$ cat src/rtl/uart_pkg.sv
`timescale 1ns/1ps
`default_nettype none
// ============================================================================
// Module  : uart_pkg
// Brief   : Shared UART constants: FSM state encoding and default frame/baud.
// Revision: 1.0 - initial release
// ============================================================================
package uart_pkg;

    localparam int UART_DEFAULT_BIT_WIDTH = 8;
    localparam int UART_DEFAULT_CLK_DIV   = 16;

    localparam logic [2:0] ST_IDLE  = 3'd0;
    localparam logic [2:0] ST_FETCH = 3'd1;
    localparam logic [2:0] ST_START = 3'd2;
    localparam logic [2:0] ST_DATA  = 3'd3;
    localparam logic [2:0] ST_STOP  = 3'd4;

endpackage
`default_nettype wire

$ cat src/rtl/uart_baud_tick.sv
`timescale 1ns/1ps
`default_nettype none
// ============================================================================
// Module  : uart_baud_tick
// Brief   : Baud counter wrapping at clk_div-1 with a one-cycle tick on wrap.
// Revision: 1.0 - initial release
// ============================================================================
module uart_baud_tick #(
    parameter int clk_div = 16
) (
    input  logic clk,
    input  logic rst,
    input  logic clear,
    output logic tick
);

    localparam int              CW       = $clog2(clk_div);
    localparam logic [CW-1:0]   CNT_LAST = CW'(clk_div - 1);

    logic [CW-1:0] cnt_q;
    logic [CW-1:0] cnt_d;

    assign tick = !clear && (cnt_q == CNT_LAST);

    always_comb begin
        cnt_d = cnt_q + 1'b1;
        if (clear || (cnt_q == CNT_LAST)) begin
            cnt_d = '0;
        end
    end

    always_ff @(posedge clk or negedge rst) begin
        if (!rst) begin
            cnt_q <= '0;
        end else begin
            cnt_q <= cnt_d;
        end
    end

endmodule
`default_nettype wire

$ cat src/rtl/uart_tx.sv
`timescale 1ns/1ps
`default_nettype none
// ============================================================================
// Module  : uart_tx
// Brief   : FIFO-fed 8N1-style serial transmitter (start, LSB-first data, stop).
// Revision: 1.0 - initial release
// ============================================================================
module uart_tx
    import uart_pkg::*;
#(
    parameter int bit_width = UART_DEFAULT_BIT_WIDTH,
    parameter int clk_div   = UART_DEFAULT_CLK_DIV
) (
    input  logic                 clk,
    input  logic                 rst,
    input  logic                 fifo_empty,
    output logic                 read,
    input  logic [bit_width-1:0] read_data,
    output logic                 tx,
    output logic                 busy
);

    localparam int              BCW      = $clog2(bit_width + 1);
    localparam logic [BCW-1:0]  LAST_BIT = BCW'(bit_width - 1);

    logic [2:0]           state_q, state_d;
    logic [bit_width-1:0] shift_q, shift_d, shift_nxt;
    logic [BCW-1:0]       bit_cnt_q, bit_cnt_d;
    logic                 tx_q, tx_d;
    logic                 busy_q, busy_d;
    logic                 baud_clear;
    logic                 baud_tick;

    // Pop is gated by reset so the fifo is never drained while held in reset.
    assign read       = rst && (state_q == ST_IDLE) && !fifo_empty;
    assign baud_clear = (state_q == ST_IDLE) || (state_q == ST_FETCH);
    assign tx         = tx_q;
    // The pop cycle itself counts as busy; from FETCH on busy is purely the flop.
    assign busy       = busy_q || read;

    uart_baud_tick #(
        .clk_div (clk_div)
    ) u_baud (
        .clk   (clk),
        .rst   (rst),
        .clear (baud_clear),
        .tick  (baud_tick)
    );

    always_comb begin
        state_d   = state_q;
        shift_d   = shift_q;
        bit_cnt_d = bit_cnt_q;
        tx_d      = tx_q;
        busy_d    = busy_q;
        shift_nxt = shift_q >> 1;
        case (state_q)
            ST_IDLE: begin
                tx_d = 1'b1;
                if (read) begin
                    state_d = ST_FETCH;
                    busy_d  = 1'b1;
                end
            end
            ST_FETCH: begin
                shift_d   = read_data;
                bit_cnt_d = '0;
                tx_d      = 1'b0;
                state_d   = ST_START;
            end
            ST_START: begin
                if (baud_tick) begin
                    tx_d    = shift_q[0];
                    state_d = ST_DATA;
                end
            end
            ST_DATA: begin
                if (baud_tick) begin
                    if (bit_cnt_q == LAST_BIT) begin
                        tx_d    = 1'b1;
                        state_d = ST_STOP;
                    end else begin
                        shift_d   = shift_nxt;
                        tx_d      = shift_nxt[0];
                        bit_cnt_d = bit_cnt_q + 1'b1;
                    end
                end
            end
            ST_STOP: begin
                tx_d = 1'b1;
                if (baud_tick) begin
                    busy_d  = 1'b0;
                    state_d = ST_IDLE;
                end
            end
            default: begin
                tx_d    = 1'b1;
                busy_d  = 1'b0;
                state_d = ST_IDLE;
            end
        endcase
    end

    always_ff @(posedge clk or negedge rst) begin
        if (!rst) begin
            state_q   <= ST_IDLE;
            shift_q   <= '0;
            bit_cnt_q <= '0;
            tx_q      <= 1'b1;
            busy_q    <= 1'b0;
        end else begin
            state_q   <= state_d;
            shift_q   <= shift_d;
            bit_cnt_q <= bit_cnt_d;
            tx_q      <= tx_d;
            busy_q    <= busy_d;
        end
    end

endmodule
`default_nettype wire
$ cat config.mk
export PLATFORM = sky130hd
export DESIGN_NAME = uart_tx
export DESIGN_NICKNAME = d
export VERILOG_FILES = /design/src/rtl/uart_pkg.sv /design/src/rtl/uart_baud_tick.sv /design/src/rtl/uart_tx.sv
export SDC_FILE = /design/constraint.sdc
export NUM_CORES = 1
export LEC_CHECK = 0
export CORE_UTILIZATION = 47
export DETAILED_ROUTE_END_ITERATION = 8
export GPL_ROUTABILITY_DRIVEN = 0
export GPL_TIMING_DRIVEN = 0
export PLACE_DENSITY = 0.73
export SETUP_SLACK_MARGIN = 0.02
export SLEW_MARGIN = 25
export SYNTH_ARGS = -nofsm -noshare
export SYNTH_HDL_FRONTEND = slang
export SYNTH_SLANG_ARGS = --single-unit
$ cat constraint.sdc
create_clock -name clk -period 1.45 [get_ports clk]
set_input_delay 0.29 -clock clk [delete_from_list [all_inputs] [get_ports clk]]
set_output_delay 0.29 -clock clk [all_outputs]
set_load 0.05 [all_outputs]
==> flow_summary.ini, run 1 <==
[logic_synthesis]
yosys-top-cells-count = 20 x dfrtp_1, 14 x nor2_1, 9 x a21oi_1, 7 x o22ai_1
synth.largest_area_cell = dfrtp_1
synth.most_common_cell = dfrtp_1
synth_seq_cells = 21
yosysSeqAreaShare = 0.4994
synth_area_sq_um = 1055
synth.area.top_cells = dfrtp_1 47%, nor2_1 5.0%, a21oi_1 4.3%, o22ai_1 4.2%, dfstp_2 2.5%
avgSynthCellArea_sq_um = 10.14
synth_cell_types = 37
synthFlopType = dfrtp_1
yosysWarnings = 0
yosys.area.top_type_share = 0.4745
syn_inst = 104
postSynth.asyncResetShare = 1.000
synth_edf_count = 0
syn-num-nets = 117

[critical_path]
crit_path_end_kind = primary output
reg2reg_from = bit_cnt_q[1]
critPathMaxFanout = 2
rr_worst_depth = 7
cp-startpoint = state_q[1]
crit_required_ns = 1.16
critPathLaunchType = register
r2r_end = shift_q[4]
r2r_setup_slack_ns = -0.12
critPathKind = reg -> out
crit_arrival_ns = 1.41

[routing]
drt-wirelength-per-cell_microns = 17.99
viasPerCell = 5.958
drt_iter0_markers = 27
drt_wl_total_mm = 3.022
drtAntennaViolNets = 0
dr.pass1.iters = 4
vias = 1001
route.detailed.drc = 0

[sta]
finClkSkew_ns = 0.007280
post-route-period-util = 1.176
min_period_ns = 1.705
finalSetupViolations = 11
setup_slack_ns = -0.2545
holdWs_ns = 0.5136
tns_ns = -1.209
worst_slew_pin_slew_ns = 0.9444
rsz0062_at_grt = true
drv_slew = 0
relSlewSlack = 0.3683
fmax_ghz = 0.5867
final-hold-violation-count = 0

[clock_network]
cts_tree = built
clkTransAtPathRegs_ns = 0.12
cts_buffers = 3
clock_latency_ns = 0.31
clock_sinks = 21
cts_max_path_buffers = 2
htree_num_levels = 1
clockRootBuffer = clkbuf_4

[grt]
grt_pass1_vias = 895
grt-ovfl-total = 0
grt_pass1_wl_mm = 4.229
grt_max_degree = 21
grt_usage = 0.2315
antenna_found_initial = 0

[die]
io-pin-count = 14
core_area_sq_um = 2042
dieArea_sq_um = 2437
start_util = 0.5165
row_count = 16
fp.dieH_microns = 49.37
die_w_microns = 49.37

[status]
outcome = finished, violations left
violations = setup timing

[placed_design]
place_ws_ns = -1.747
portBuffers = 13
placed_cell_area_sq_um = 1257
hpwl_mm = 1.523

[power]
power-per-cell-area_nw_per_um2 = 1712
total_power_uw = 2739
ir_drop_v = 0.001118
p_leak_uw = 0.0006608

[final_layout]
drive_above_1_share = 0.4681
final_area_sq_um = 1600
area_growth_pct = 51.72
num_antenna_cells = 0
nNetsFinal = 155

[min_path]
holdPathEnd = shift_q[7]
holdPathStages = 1
worst_hold_startpoint = shift_q[7]
hp-class = reg -> reg

[flow_run]
maxCapViolCount = 0
## power breakdown
| part | total (uW) | internal [uW] | switching, uW |
|---|---|---|---|
| Sequential | 1000 | 798 | 204 |
| Combinational | 1450 | 711 | 735 |
| Clock | 291 | 107 | 184 |
## area by class of cell
type                    instances  area (sq um)
fillers                       136         441.7
clock buffers                   4         26.28
flip-flops and latches         21         526.8
inverters                       3         11.26
repair buffers                 33         297.8
well taps                      27         33.78
multi-input cells              76         666.9
plain buffers                   4         37.54
## repair_timing
item	in CTS	in global routing
gates resized for setup	38	30
setup endpoints to repair	17	17
buffers inserted	12	7
pin swaps	6	4
endpoints found under the hold margin	20	0
hold buffers	2	0
## worst max path at each step
stage / end / cells after the start
2_1_floorplan: busy / 3
3_3_place_gp: busy / 5
3_5_place_dp: busy / 5
4_1_cts: busy / 4
5_1_grt: busy / 4
6_report: busy / 4
## layout by cell type, fill, tap and decap left out, drive strengths merged, types with 4 or more instances in the layout
cell and n:
clkdlybuf4s50 8, o22ai 7, a21oi 10, o21ai 5, clkbuf 4, buf 26, nand2 5, dfrtp 20
nor2 14
## worst max-delay path, stage by stage, from the launching register on
cell,delay [ns]
dfrtp_1,0.41
buf_6,0.13
nor4_4,0.27
or2_4,0.17
buf_8,0.13
## state kept, by name, summed over array words and instances, names as in the netlist
name,flops
shift_q,8
bit_cnt_q,4
u_baud.cnt_q,4
state_q,3
busy_q,1
tx,1
## logic make-up after synthesis
family	count (synthesis)	synth area share
multiplexers	3	0.02966
adder cells (fa/ha/maj)	2	0.02372
AND/OR/NAND/NOR	38	0.2005
XOR/XNOR	1	0.008305
AO/OA/AOI/OAI	32	0.2064
flip-flops	21	0.4994
buffers and inverters	7	0.03203
## metrics by stage
stage,std cells,util
floorplan,104,-
global placement,144,0.6158
detailed placement,144,0.6158
CTS,162,0.7022
global route,168,0.7837
finish,168,0.7837
## per-layer routing
layer  global-route usage  wire [microns]  vias to the layer above
met5                    0               0                        -
met4              0.08571              98                        0
met3              0.02804              99                       12
met2               0.3790            1521                       32
met1               0.3134            1303                      502
li1                     -               -                      455
(Power assumes the default switching activity.)
==> run 2, diff against run 1 <==
--- a/config.mk
+++ b/config.mk
@@ -9,7 +9,7 @@
 export DETAILED_ROUTE_END_ITERATION = 8
 export GPL_ROUTABILITY_DRIVEN = 0
 export GPL_TIMING_DRIVEN = 0
-export PLACE_DENSITY = 0.73
+export PLACE_DENSITY = 0.7
 export SETUP_SLACK_MARGIN = 0.02
 export SLEW_MARGIN = 25
 export SYNTH_ARGS = -nofsm -noshare
==> run 2 against run 1 <==
The run still ends with setup timing left. Setup slack lost 0.035 ns. Clock skew is 0.0030 ns lower. Critical path depth did not move. Power up 1.1%. Die area unchanged. Non-clock buffer count grew 1. Via count fell by 4.1%. Cell count grew 0.60%. Critical endpoint unchanged. Largest cell class unchanged.
==> flow_summary.ini, run 2 (synthesis results as in run 1) <==
[critical_path]
critPathLaunchType = register
cp-startpoint = state_q[2]
crit_chain = buf_6 > nor4_4 > or2_4 > buf_8
crit_arrival_ns = 1.45
critPathMaxFanout = 7
crit_slowest_cell = dfrtp_1
crit_path_end_kind = primary output
slowest_delay_ns = 0.41
reg2reg_from = state_q[2]
critPathKind = reg -> out
crit_required_ns = 1.16

[clock_network]
cts_max_path_buffers = 2
clock_sinks = 21
cts_buffers = 3
clkTransAtPathRegs_ns = 0.12
clock_latency_ns = 0.31
clockRootBuffer = clkbuf_4
htree_num_levels = 1
cts_tree = built

[sta]
drv_slew = 0
setup_slack_ns = -0.2891
fmax_ghz = 0.5750
post-route-period-util = 1.199
finClkSkew_ns = 0.004233
min_period_ns = 1.739
finalSetupViolations = 11
rsz0062_at_grt = true
relSlewSlack = 0.6960
final-hold-violation-count = 0
worst_slew_pin_slew_ns = 0.4561
holdWs_ns = 0.02807

[placed_design]
hpwl_mm = 1.491
portBuffers = 13
placed_cell_area_sq_um = 1257
dp_cells = 144

[final_layout]
fillers = 140
drive_above_1_share = 0.5000
nNetsFinal = 156
fin_util = 0.8002
final_area_sq_um = 1634
largest_registers = shift_q x8, bit_cnt_q x4, u_baud.cnt_q x4
num_antenna_cells = 0
largest_reg_flops = 8
final_cell_mix = 20 x dfrtp_1, 17 x buf_4, 8 x a21oi_2, 8 x clkdlybuf4s50_1, 7 x buf_6
area_growth_pct = 54.92
largest-register = shift_q
multi_input_area_sq_um = 689.4
final_common_cell = dfrtp_1
register_area_sq_um = 526.8
stdcell_count = 169

[routing]
drt_iter0_markers = 34
dr.pass1.iters = 4
drt_wl_total_mm = 2.867
vias = 960
viasPerCell = 5.680
drtAntennaViolNets = 0
route.detailed.drc = 0
drt-wirelength-per-cell_microns = 16.96

[power]
power-per-cell-area_nw_per_um2 = 1694
ir_drop_v = 0.001250
p_leak_uw = 0.0006760

[min_path]
hp-class = in -> async

[flow_run]
maxCapViolCount = 0

[grt]
antenna_found_initial = 0
grt-ovfl-total = 0
grt_usage = 0.2361
grt_pass1_wl_mm = 4.319
grt_max_degree = 21
grt_pass1_vias = 940

[die]
start_util = 0.5165
dieArea_sq_um = 2437
row_count = 16
core_area_sq_um = 2042
die_w_microns = 49.37
fp.dieH_microns = 49.37
io-pin-count = 14

[status]
violations = setup timing
outcome = finished, violations left
-- run 2: cell count changes in the layout (fill, tap and decap cells not counted), sizes merged --
cell | before | now
buf | 26 | 28
clkbuf | 4 | 3
clkinv | 0 | 1
dlygate4sd3 | 2 | 1
-- run 2: timing repair --
action                                  in CTS  in global routing
endpoints found under the setup margin      17                 15
buffers inserted                            14                  5
hold endpoints to repair                    20                  0
resized for setup                           38                 35
gates cloned                                 0                  0
hold buffers                                 2                  0
pin swaps                                    4                  4
-- run 2: critical path, delay by kind of cell (launching register included) --
kind / cells / cell delay [ns]
flops: 1 / 0.41
simple gates: 2 / 0.46
buf+inv: 2 / 0.28
-- run 2: routing by layer --
layer  global-route usage  share of wire  vias to the layer above
met4              0.04286         0.0059                        0
met3              0.03738          0.032                        3
met5                    0              0                        -
met1               0.3134           0.47                      473
li1                     -              -                      460
met2               0.4087           0.49                       24
-- run 2: layout make-up --
class | instances | area share
buffer | 4 | 0.02757
multi-input combinational | 76 | 0.4219
tap | 27 | 0.02067
sequential | 21 | 0.3224
clock buffer | 3 | 0.01378
timing repair buffer | 34 | 0.1838
clock inverter | 1 | 0.003063
inverter | 3 | 0.006891
-- run 2: final timing paths --
path | cells after the start | slack [ns] | end
worst max-delay path | 4 | -0.29 | busy
worst min-delay path | 2 | 0.03 | busy_q
worst max register to register | 7 | -0.09 | shift_q[2]
worst min register to register | 2 | 0.55 | shift_q[3]
max in group asynchronous | 2 | 0.96 | tx
min in group clk | 6 | 0.53 | busy_q
-- run 2: power by group --
part | internal [uW] | total (uW) | switching [uW] | leakage [uW]
clock network | 103 | 289 | 186 | 0.0000177
registers | 799 | 1020 | 218 | 0.000235
logic | 734 | 1460 | 729 | 0.000423
total | 1640 | 2770 | 1130 | 0.000676
-- run 2: per-stage QoR --
step | power, uW | setup WS, ns | TNS [ns]
final | 2768 | -0.2891 | -0.8953
after global routing | 2950 | -0.3198 | -1.562
after CTS | 2333 | -0.2350 | -0.4598
after detailed placement | 1876 | -1.699 | -7.131
after global placement | 1826 | -1.699 | -7.028
after floorplan | 1651 | -0.3926 | -0.5048
